[src/rtl/ifetch_queue_pkg.sv]
// Shared definitions for the instruction-fetch front end: default widths,
// reset PC and the {pc, inst} queue entry layout.
package if_pkg;

    localparam int XLEN_DEF   = 32;
    localparam int ILEN_DEF   = 32;
    localparam int INST_BYTES = 4;

    localparam logic [XLEN_DEF-1:0] RESET_PC_DEF = 32'h0000_0000;

    typedef struct packed {
        logic [XLEN_DEF-1:0] pc;
        logic [ILEN_DEF-1:0] inst;
    } fetch_entry_t;

endpackage

[src/rtl/ifetch_queue_if.sv]
// Fetch-unit bus: redirect input, instruction-ROM request/response and the
// decode-side valid/ready queue head.
interface ifetch_queue_if #(
    parameter int XLEN  = 32,
    parameter int ILEN  = 32,
    parameter int DEPTH = 4
);
    localparam int CW = $clog2(DEPTH + 1);

    logic            branch_taken_i;
    logic [XLEN-1:0] branch_addr_i;
    logic            imem_req_o;
    logic [XLEN-1:0] imem_addr_o;
    logic [ILEN-1:0] imem_data_i;
    logic            valid_o;
    logic            ready_i;
    logic [XLEN-1:0] pc_o;
    logic [ILEN-1:0] inst_o;
    logic [CW-1:0]   count_o;

    modport master (
        input  branch_taken_i, branch_addr_i, imem_data_i, ready_i,
        output imem_req_o, imem_addr_o, valid_o, pc_o, inst_o, count_o
    );

    modport slave (
        output branch_taken_i, branch_addr_i, imem_data_i, ready_i,
        input  imem_req_o, imem_addr_o, valid_o, pc_o, inst_o, count_o
    );

endinterface

[src/rtl/ifetch_queue_fifo.sv]
// DEPTH-entry synchronous FIFO with flush; occupancy kept in a count register,
// pointers wrap naturally because DEPTH is a power of two.
module ifq_fifo #(
    parameter int WIDTH = 64,
    parameter int DEPTH = 4,
    localparam int PW   = $clog2(DEPTH),
    localparam int CW   = $clog2(DEPTH + 1)
) (
    input  logic             m_clock,
    input  logic             p_reset,
    input  logic             i_push,
    input  logic             i_pop,
    input  logic             i_flush,
    input  logic [WIDTH-1:0] i_wdata,
    output logic [WIDTH-1:0] o_rdata,
    output logic [CW-1:0]    o_count,
    output logic             o_full,
    output logic             o_empty
);

    logic [WIDTH-1:0] r_mem [DEPTH];
    logic [PW-1:0]    r_wr_ptr;
    logic [PW-1:0]    r_rd_ptr;
    logic [CW-1:0]    r_count;
    logic             w_do_push;
    logic             w_do_pop;

    assign o_full    = (r_count == CW'(DEPTH));
    assign o_empty   = (r_count == '0);
    // A push into a full queue is accepted only when the head leaves the same cycle.
    assign w_do_push = i_push & (~o_full | i_pop);
    assign w_do_pop  = i_pop & ~o_empty;

    always_ff @(posedge m_clock or posedge p_reset) begin
        if (p_reset) begin
            r_wr_ptr <= '0;
            r_rd_ptr <= '0;
            r_count  <= '0;
            for (int i = 0; i < DEPTH; i++) r_mem[i] <= '0;
        end else if (i_flush) begin
            r_wr_ptr <= '0;
            r_rd_ptr <= '0;
            r_count  <= '0;
        end else begin
            if (w_do_push) begin
                r_mem[r_wr_ptr] <= i_wdata;
                r_wr_ptr        <= r_wr_ptr + 1'b1;
            end
            if (w_do_pop) r_rd_ptr <= r_rd_ptr + 1'b1;
            case ({w_do_push, w_do_pop})
                2'b10:   r_count <= r_count + 1'b1;
                2'b01:   r_count <= r_count - 1'b1;
                default: r_count <= r_count;
            endcase
        end
    end

    assign o_rdata = r_mem[r_rd_ptr];
    assign o_count = r_count;

endmodule

[src/rtl/ifetch_queue.sv]
// Instruction-fetch front end: PC generation, credit-controlled ROM requests,
// in-flight tracking and a decoupling queue, with branch redirect flushing all.
module ifetch_queue
    import if_pkg::*;
#(
    parameter int              XLEN     = XLEN_DEF,
    parameter int              ILEN     = ILEN_DEF,
    parameter int              DEPTH    = 4,
    parameter logic [XLEN-1:0] RESET_PC = XLEN'(RESET_PC_DEF)
) (
    input logic            m_clock,
    input logic            p_reset,
    ifetch_queue_if.master bus
);

    localparam int CW = $clog2(DEPTH + 1);

    logic [XLEN-1:0]      r_pc;
    logic [XLEN-1:0]      r_shadow_pc;
    logic                 r_inflight;

    logic                 w_branch;
    logic                 w_pop;
    logic                 w_push;
    logic                 w_req;
    logic [CW:0]          w_occ;
    logic [CW-1:0]        w_count;
    logic                 w_full;
    logic                 w_empty;
    logic [XLEN+ILEN-1:0] w_rdata;

    assign w_branch = bus.branch_taken_i;
    assign w_pop    = ~w_empty & bus.ready_i;
    // Responses landing in a redirect cycle belong to the old path and are dropped.
    assign w_push   = r_inflight & ~w_branch & (~w_full | w_pop);

    // Occupancy after this cycle counting the outstanding response; a pop
    // implies count >= 1 so the subtraction cannot underflow.
    assign w_occ = {1'b0, w_count} + (CW+1)'(r_inflight) - (CW+1)'(w_pop);
    assign w_req = ~p_reset & ~w_branch & (w_occ < (CW+1)'(DEPTH));

    always_ff @(posedge m_clock or posedge p_reset) begin
        if (p_reset) begin
            r_pc        <= RESET_PC;
            r_shadow_pc <= RESET_PC;
            r_inflight  <= 1'b0;
        end else if (w_branch) begin
            r_pc       <= {bus.branch_addr_i[XLEN-1:2], 2'b00};
            r_inflight <= 1'b0;
        end else if (w_req) begin
            r_pc        <= r_pc + XLEN'(INST_BYTES);
            r_shadow_pc <= r_pc;
            r_inflight  <= 1'b1;
        end else begin
            r_inflight <= 1'b0;
        end
    end

    ifq_fifo #(
        .WIDTH (XLEN + ILEN),
        .DEPTH (DEPTH)
    ) u_fifo (
        .m_clock (m_clock),
        .p_reset (p_reset),
        .i_push  (w_push),
        .i_pop   (w_pop),
        .i_flush (w_branch),
        .i_wdata ({r_shadow_pc, bus.imem_data_i}),
        .o_rdata (w_rdata),
        .o_count (w_count),
        .o_full  (w_full),
        .o_empty (w_empty)
    );

    assign bus.imem_req_o  = w_req;
    assign bus.imem_addr_o = r_pc;
    assign bus.valid_o     = ~w_empty;
    assign bus.pc_o        = w_rdata[XLEN+ILEN-1:ILEN];
    assign bus.inst_o      = w_rdata[ILEN-1:0];
    assign bus.count_o     = w_count;

endmodule

[src/flat_wrapper.sv]
// flat-port wrapper written by rule: the top's interface ports become plain ports
module ifetch_queue_flat import if_pkg::*;
#(
    parameter int              XLEN     = XLEN_DEF,
    parameter int              ILEN     = ILEN_DEF,
    parameter int              DEPTH    = 4,
    parameter logic [XLEN-1:0] RESET_PC = XLEN'(RESET_PC_DEF)
)
  (m_clock, p_reset, bus_branch_taken_i, bus_branch_addr_i, bus_imem_data_i, bus_ready_i, bus_imem_req_o, bus_imem_addr_o, bus_valid_o, bus_pc_o, bus_inst_o, bus_count_o);
  ifetch_queue_if #(.XLEN(XLEN), .ILEN(ILEN), .DEPTH(DEPTH)) bus_i ();
  input logic m_clock;
  input logic p_reset;
  input wire logic [$bits(bus_i.branch_taken_i)-1:0] bus_branch_taken_i;
  input wire logic [$bits(bus_i.branch_addr_i)-1:0] bus_branch_addr_i;
  input wire logic [$bits(bus_i.imem_data_i)-1:0] bus_imem_data_i;
  input wire logic [$bits(bus_i.ready_i)-1:0] bus_ready_i;
  output wire logic [$bits(bus_i.imem_req_o)-1:0] bus_imem_req_o;
  output wire logic [$bits(bus_i.imem_addr_o)-1:0] bus_imem_addr_o;
  output wire logic [$bits(bus_i.valid_o)-1:0] bus_valid_o;
  output wire logic [$bits(bus_i.pc_o)-1:0] bus_pc_o;
  output wire logic [$bits(bus_i.inst_o)-1:0] bus_inst_o;
  output wire logic [$bits(bus_i.count_o)-1:0] bus_count_o;
  assign bus_i.branch_taken_i = bus_branch_taken_i;
  assign bus_i.branch_addr_i = bus_branch_addr_i;
  assign bus_i.imem_data_i = bus_imem_data_i;
  assign bus_i.ready_i = bus_ready_i;
  assign bus_imem_req_o = bus_i.imem_req_o;
  assign bus_imem_addr_o = bus_i.imem_addr_o;
  assign bus_valid_o = bus_i.valid_o;
  assign bus_pc_o = bus_i.pc_o;
  assign bus_inst_o = bus_i.inst_o;
  assign bus_count_o = bus_i.count_o;
  ifetch_queue #(.XLEN(XLEN), .ILEN(ILEN), .DEPTH(DEPTH), .RESET_PC(RESET_PC)) u_core (.m_clock(m_clock), .p_reset(p_reset), .bus(bus_i));
endmodule
[config.mk]
export PLATFORM = sky130hd
export DESIGN_NAME = ifetch_queue_flat
export DESIGN_NICKNAME = d
export VERILOG_FILES = /design/src/rtl/ifetch_queue_pkg.sv /design/src/rtl/ifetch_queue_if.sv /design/src/rtl/ifetch_queue_fifo.sv /design/src/rtl/ifetch_queue.sv /design/src/flat_wrapper.sv
export SDC_FILE = /design/constraint.sdc
export NUM_CORES = 1
export LEC_CHECK = 0
export ABC_AREA = 1
export BUFFER_PORTS_ARGS = -buffer_cell sky130_fd_sc_hd__clkbuf_2
export CORE_AREA = 2 2 224 182
export CTS_BUF_LIST = sky130_fd_sc_hd__clkbuf_4
export CTS_CLUSTER_SIZE = 30
export DETAILED_ROUTE_END_ITERATION = 16
export DIE_AREA = 0 0 226 184
export PLACE_DENSITY = 0.65
export SYNTH_ARGS = -nofsm -noshare
export SYNTH_HDL_FRONTEND = slang
export SYNTH_SLANG_ARGS = --single-unit
export TNS_END_PERCENT = 1
[constraint.sdc]
create_clock -name m_clock -period 14.2 [get_ports m_clock]
set_clock_uncertainty 0.05 [all_clocks]
set_input_delay 2.84 -clock m_clock [delete_from_list [all_inputs] [get_ports m_clock]]
set_output_delay 2.84 -clock m_clock [all_outputs]
set_load 0.05 [all_outputs]
* After elaboration in Yosys (flattened, before gate mapping)
Cells that the tools add are included.
Storage, ports and cells: flip-flop bits (word level) 328, input bits 68, word-level logic and storage cells 62
Operators by class: add/subtract/negate cells 7, $lt $le $gt $ge 4, equal/unequal tests 3, mux-type cells 16, bitwise operators 14, reduce and logical (&&, ||, !) cells 8
Operator list (number):
- $bwmux W256 | 1
- $mux W64 | 3
- $bmux W64 S2 | 1
- $demux W64 S2 | 1
- $mux W32 | 2
- $add A32 B3 Y32 const B | 1
- $mux W2 | 4
- $and A1 B1 Y1 | 7
- $ge A3 B3 Y1 const B | 2
- $not A2 Y3 | 2
- $pmux W3 S2 | 1
- $reduce_bool A2 Y1 | 3
- $add A2 B1 Y2 const B | 2
- $add A3 B1 Y4 | 1
- $lt A4 B3 Y1 const B | 1
- $not A1 Y1 | 4
- $reduce_and A2 Y1 | 2
- $sub A4 B1 Y4 | 1
- $add A3 B1 Y3 const B | 1
- $eq A3 B3 Y1 const B | 1
- $logic_not A3 Y1 | 1
- $lt A3 B1 Y1 const B | 1
- $mux W3 | 1
- $reduce_bool A3 Y1 | 1
- 6 further kinds | 7

* Longest topological paths before layout
depth after elaboration 9, depth in mapped cells 18, depth with buffers taken out 16

* By module
Synthesis repeated with hierarchy kept, for this count alone.
Unflattened totals: cell total of the unflattened synthesis 2059, area total of the unflattened synthesis 16239.3 um2
Modules (own cells, without submodules):
- ifq_fifo | times used 1, cells an instance 1534, area an instance 12507.0 um2, sequential area each 6581.3 um2
- ifetch_queue | times used 1, cells an instance 525, area an instance 3732.3 um2, sequential area each 1526.5 um2

* Worst setup path before layout
OpenSTA, ideal clock, no wires.
path type in2out, from input bus_ready_i, to output bus_imem_req_o, arrival time 4.280 ns, slack 7.030 ns, cell stages on the path 12, buffers on the path 1, cell sequence nand2_1 > inv_1 > ha_1 > inv_1 > ha_1 > nand3_1 > nand2_1 > nand2_1 > nand2_1 > nand2_1 > inv_2 > buf_2
Between the ends: cells in the longest elaborated chain, start to end 4
RTL lines:
- start, declared | line flat_wrapper.sv:16 | input wire logic [$bits(bus_i.ready_i)-1:0] bus_ready_i;
- $and A1 B1 Y1 | line ifetch_queue.sv:33 | assign w_pop = ~w_empty & bus.ready_i;
- $sub A4 B1 Y4 | line ifetch_queue.sv:39 | assign w_occ = {1'b0, w_count} + (CW+1)'(r_inflight) - (CW+1)'(w_pop);
- $lt A4 B3 Y1 | line ifetch_queue.sv:40 | assign w_req = ~p_reset & ~w_branch & (w_occ < (CW+1)'(DEPTH));
- $and A1 B1 Y1 | line ifetch_queue.sv:40
- end, declared | line flat_wrapper.sv:17 | output wire logic [$bits(bus_i.imem_req_o)-1:0] bus_imem_req_o;
Every way passes these cells.

* Final worst setup path
Ends and elaborated chain as after synthesis.

==> summary.txt <==
Run status
  • Status: finished clean

Place
  • Gp weighted congestion: between 0.8 and 0.9
  • Placed Instance Area: 16,400 sq um
  • Number of port buffers: 162
  • HPWL Detailed: approximately 25,000 um
  • Placed insts: 2,591

STA
  • Slew HR: 21.1%
  • Final number of hold-violating endpoints: 0
  • Final setup TNS: 0 ns
  • Max Slew Vio Count: 0
  • Tcrit/Tclk final: between 50% and 60%
  • Peak Freq: 121 MHz
  • # setup viols final: 0
  • Unrepaired setup endpoints after global routing: no
  • Final min period: 8.27 ns
  • Worst Max-Slew Pin Slew: about 1.2 ns

Global route
  • First-pass GRT wire length: around 73,000 um
  • Met1 GRT Util: 30.2%
  • Grt met2 use: 36.3%
  • GRT busiest layer: met2
  • Largest net degree at the start of global routing: 97
  • Vias in the first global route: 13,467
  • Total gr overflow: 0
  • Total track usage: 22.3%
  • Antenna violations before repair: 2
  • Met3 usage: 4.20%

Synthesis
  • Unique masters post-synth: 32
  • Async S/R FF share, synth: 100%
  • Mapped Area: 15,500 sq um
  • EDFF count, synth: 0
  • Synthesized flop and latch total: roughly 320
  • Yosys Warn Count: 0
  • Most frequent cell after synthesis: nand2_1
  • Post-Synth Simple-Gate Area: roughly a quarter
  • Largest family of logic cells by synthesized area: simple AND/OR/NAND/NOR gates
  • Avg Cell Area, Syn: slightly below 8 sq um
  • Main synth FF type: dfrtp_1
  • Post-synthesis compound-gate area fraction: 16.1%
  • Synth area leaders: dfrtp_1, nand2_1, o21ai_0, nor2_1, o22ai_1
  • Seq/Total Area, Yosys: 50.9%
  • Yosys top cell area share: between 50% and 60%
  • Post-Synth Adder-Cell Area: 0.773%
  • XOR/XNOR Fraction of Synth Area: 0.395%
  • Post-synthesis mux area share: 0%
  • Cells after Synth: roughly 2,000
  • Top post-synthesis cells by count: nand2_1, o21ai_0, dfrtp_1, nor2_1, clkbuf_1
  • Leading area contributor after synthesis: dfrtp_1

Finish
  • P&R area growth vs syn: 12.6%
  • Post-Layout Cell Count: 2,740
  • Non-Filler Cell Area, Final: 17,500 sq um
  • Share of cells above drive strength 1: 15.1%
  • Nets: 2,218

Critical path
  • Crit path max fanout: 74
  • Startpoint types: input pin
  • Critical path endpoint category: primary output
  • Cell count of the worst reg-to-reg path: 16
  • Required @ worst endpoint: around 11 ns
  • Crit path DAT: 5.38 ns
  • WS Path Type: input pin to primary output

Drt
  • ANT nets after route: 0
  • Initial DRT Pass Iterations: 6
  • Initial DRC Count: approximately 1,200
  • DR DRC count: 0
  • Total length of routed wires: 45,600 um
  • Via Count: 14,132
  • Routed vias/inst: 5.16
  • DR WL/cell: 16.7 um

Hold path
  • Hold Path Class: flop to flop
  • WHS Path Cells: 2

Power and ir drop
  • Sequential cell fraction of total power: a little over a third
  • Max IR drop VDD: around 0.10 mV
  • PwrDens: about 230 nW/um^2
  • Gate power share: 44.1%
  • Sw frac: 49.7%
  • Cell-internal power: around 0.002 W
  • Psw: 0.00200 W
  • Clock group share of total power: 20.5%
  • Leakage: 9.19 nW

Clocking
  • H-tree Lvls: 3
  • Clk buf depth: 3
  • Clk slew on worst S/H paths: 0.07 ns
  • CTS root buf: clkbuf_4
  • CTS Buf Count: between 80 and 90
  • Setup Buffers After CTS: 0
  • Latest clock arrival within the worst-skew pair: a little under 0.8 ns
  • Sink Count: 316
  • CTS tree: yes
  • Post_cts resized: 0
  • Post-CTS Hold Fix Bufs: 0

Floorplanning
  • Core Footprint: just under 40,000 sq um
  • DIE AREA: slightly above 40,000 sq um
  • Die width: 226 um
  • I/O pin total: 169
  • Die Y: 184 um
  • Initial core utilization: 39.7%
  • Row count: 65

Job
  • MaxCap Viol Count: 0
critical path: stages:
cell and delay, ns:
clkbuf_2 0.10, nand2_1 0.10, inv_1 0.15, ha_1 0.17
inv_1 0.04, ha_1 0.26, nand3_1 0.10, nand2_1 0.06
nand2_1 0.05, nand2_1 0.05, nand2_2 0.05, buf_4 0.54
inv_2 0.48, clkbuf_2 0.36
final cells by class:
cell class                 count  area, sq um
antenna                        3         7.51
sequential                   316         7910
inverter                      63          246
multi-input combinational   1500         6670
fill                        4051        21600
timing repair buffer         176          916
clock inverter                21          138
tap                          536          671
clock buffer                 125          938
flip-flops by register name, summed over array words and instances (netlist names):
| signal | count |
|---|---|
| u_core.u_fifo.r_mem | 248 |
| u_core.u_fifo.o_count | 3 |
| u_core.u_fifo.r_wr_ptr | 2 |
| u_core.r_shadow_pc | 30 |
| u_core.u_fifo.r_rd_ptr | 2 |
| u_core.r_inflight | 1 |
| u_core.bus.imem_addr_o | 30 |
cells in the final DEF (no fill, tap or decap), types with 2 or more instances in the layout:
cell type,n
inv_1,53
conb_1,4
clkinv_2,4
nand2_1,750
o22ai_1,62
nand4_1,4
inv_2,8
xor2_1,6
ha_1,8
nand3b_1,8
a21boi_0,4
nor2_8,4
nor2_1,170
nor2_2,3
nand3_1,55
dfrtp_1,314
clkbuf_4,125
clkbuf_2,162
diode_2,3
buf_4,14
nand2_2,3
bufinv_16,2
clkinv_1,15
a21oi_1,3
o21ai_0,360
o21ai_1,49
layer usage:
layer | share of wire [%] | vias to the layer above
met2 | 46 | 505
met1 | 45 | 6706
li1 | - | 6851
met3 | 6.7 | 70
met4 | 2.0 | 0
met5 | 0 | -
power groups by stage:
stage / combinational, W / sequential (W) / clock, W
detailed placement: 0.00178 / 0.00143 / 0
CTS: 0.00178 / 0.00141 / 0.000847
finish: 0.00177 / 0.00142 / 0.000823
global route: 0.00194 / 0.00146 / 0.000897
floorplan: 0.00125 / 0.00147 / 0
global placement: 0.00176 / 0.00142 / 0
kinds of logic (layout without fill, tap and decap cells):
group,count (synthesis),after routing
adders and majority gates,9,9
buffers and inverters,200,385
DFF,316,316
and+or+nand+nor,1000,1000
other,1,7
AOI/OAI and AO/OA,480,480
xor gates and xnor gates,7,7
final timing paths:
path / start / endpoint / slack, ns
max: bus_ready_i / bus_imem_req_o / 5.93
min: u_core.u_fifo.r_mem[248] / u_core.u_fifo.r_mem[248] / 0.43
max reg2reg: u_core.u_fifo.o_count[0] / u_core.bus.imem_addr_o[8] / 10.84
min in group asynchronous: p_reset / u_core.u_fifo.o_count[1] / 2.09
min reg2reg: u_core.u_fifo.r_mem[248] / u_core.u_fifo.r_mem[248] / 0.43
max in group asynchronous: p_reset / u_core.u_fifo.r_mem[20] / 10.41
stage by stage:
stage	hold WS [ns]	setup slack, ns	total power (W)	utilization [%]
6_report	0.432	5.93	0.00401	44.7
4_1_cts	0.434	5.93	0.00404	44.7
3_3_place_gp	0.413	5.90	0.00318	42.0
2_1_floorplan	0.398	2.57	0.00272	-
5_1_grt	0.455	5.69	0.00429	44.7
3_5_place_dp	0.420	5.94	0.00321	42.0
(Power assumes the default switching activity.)
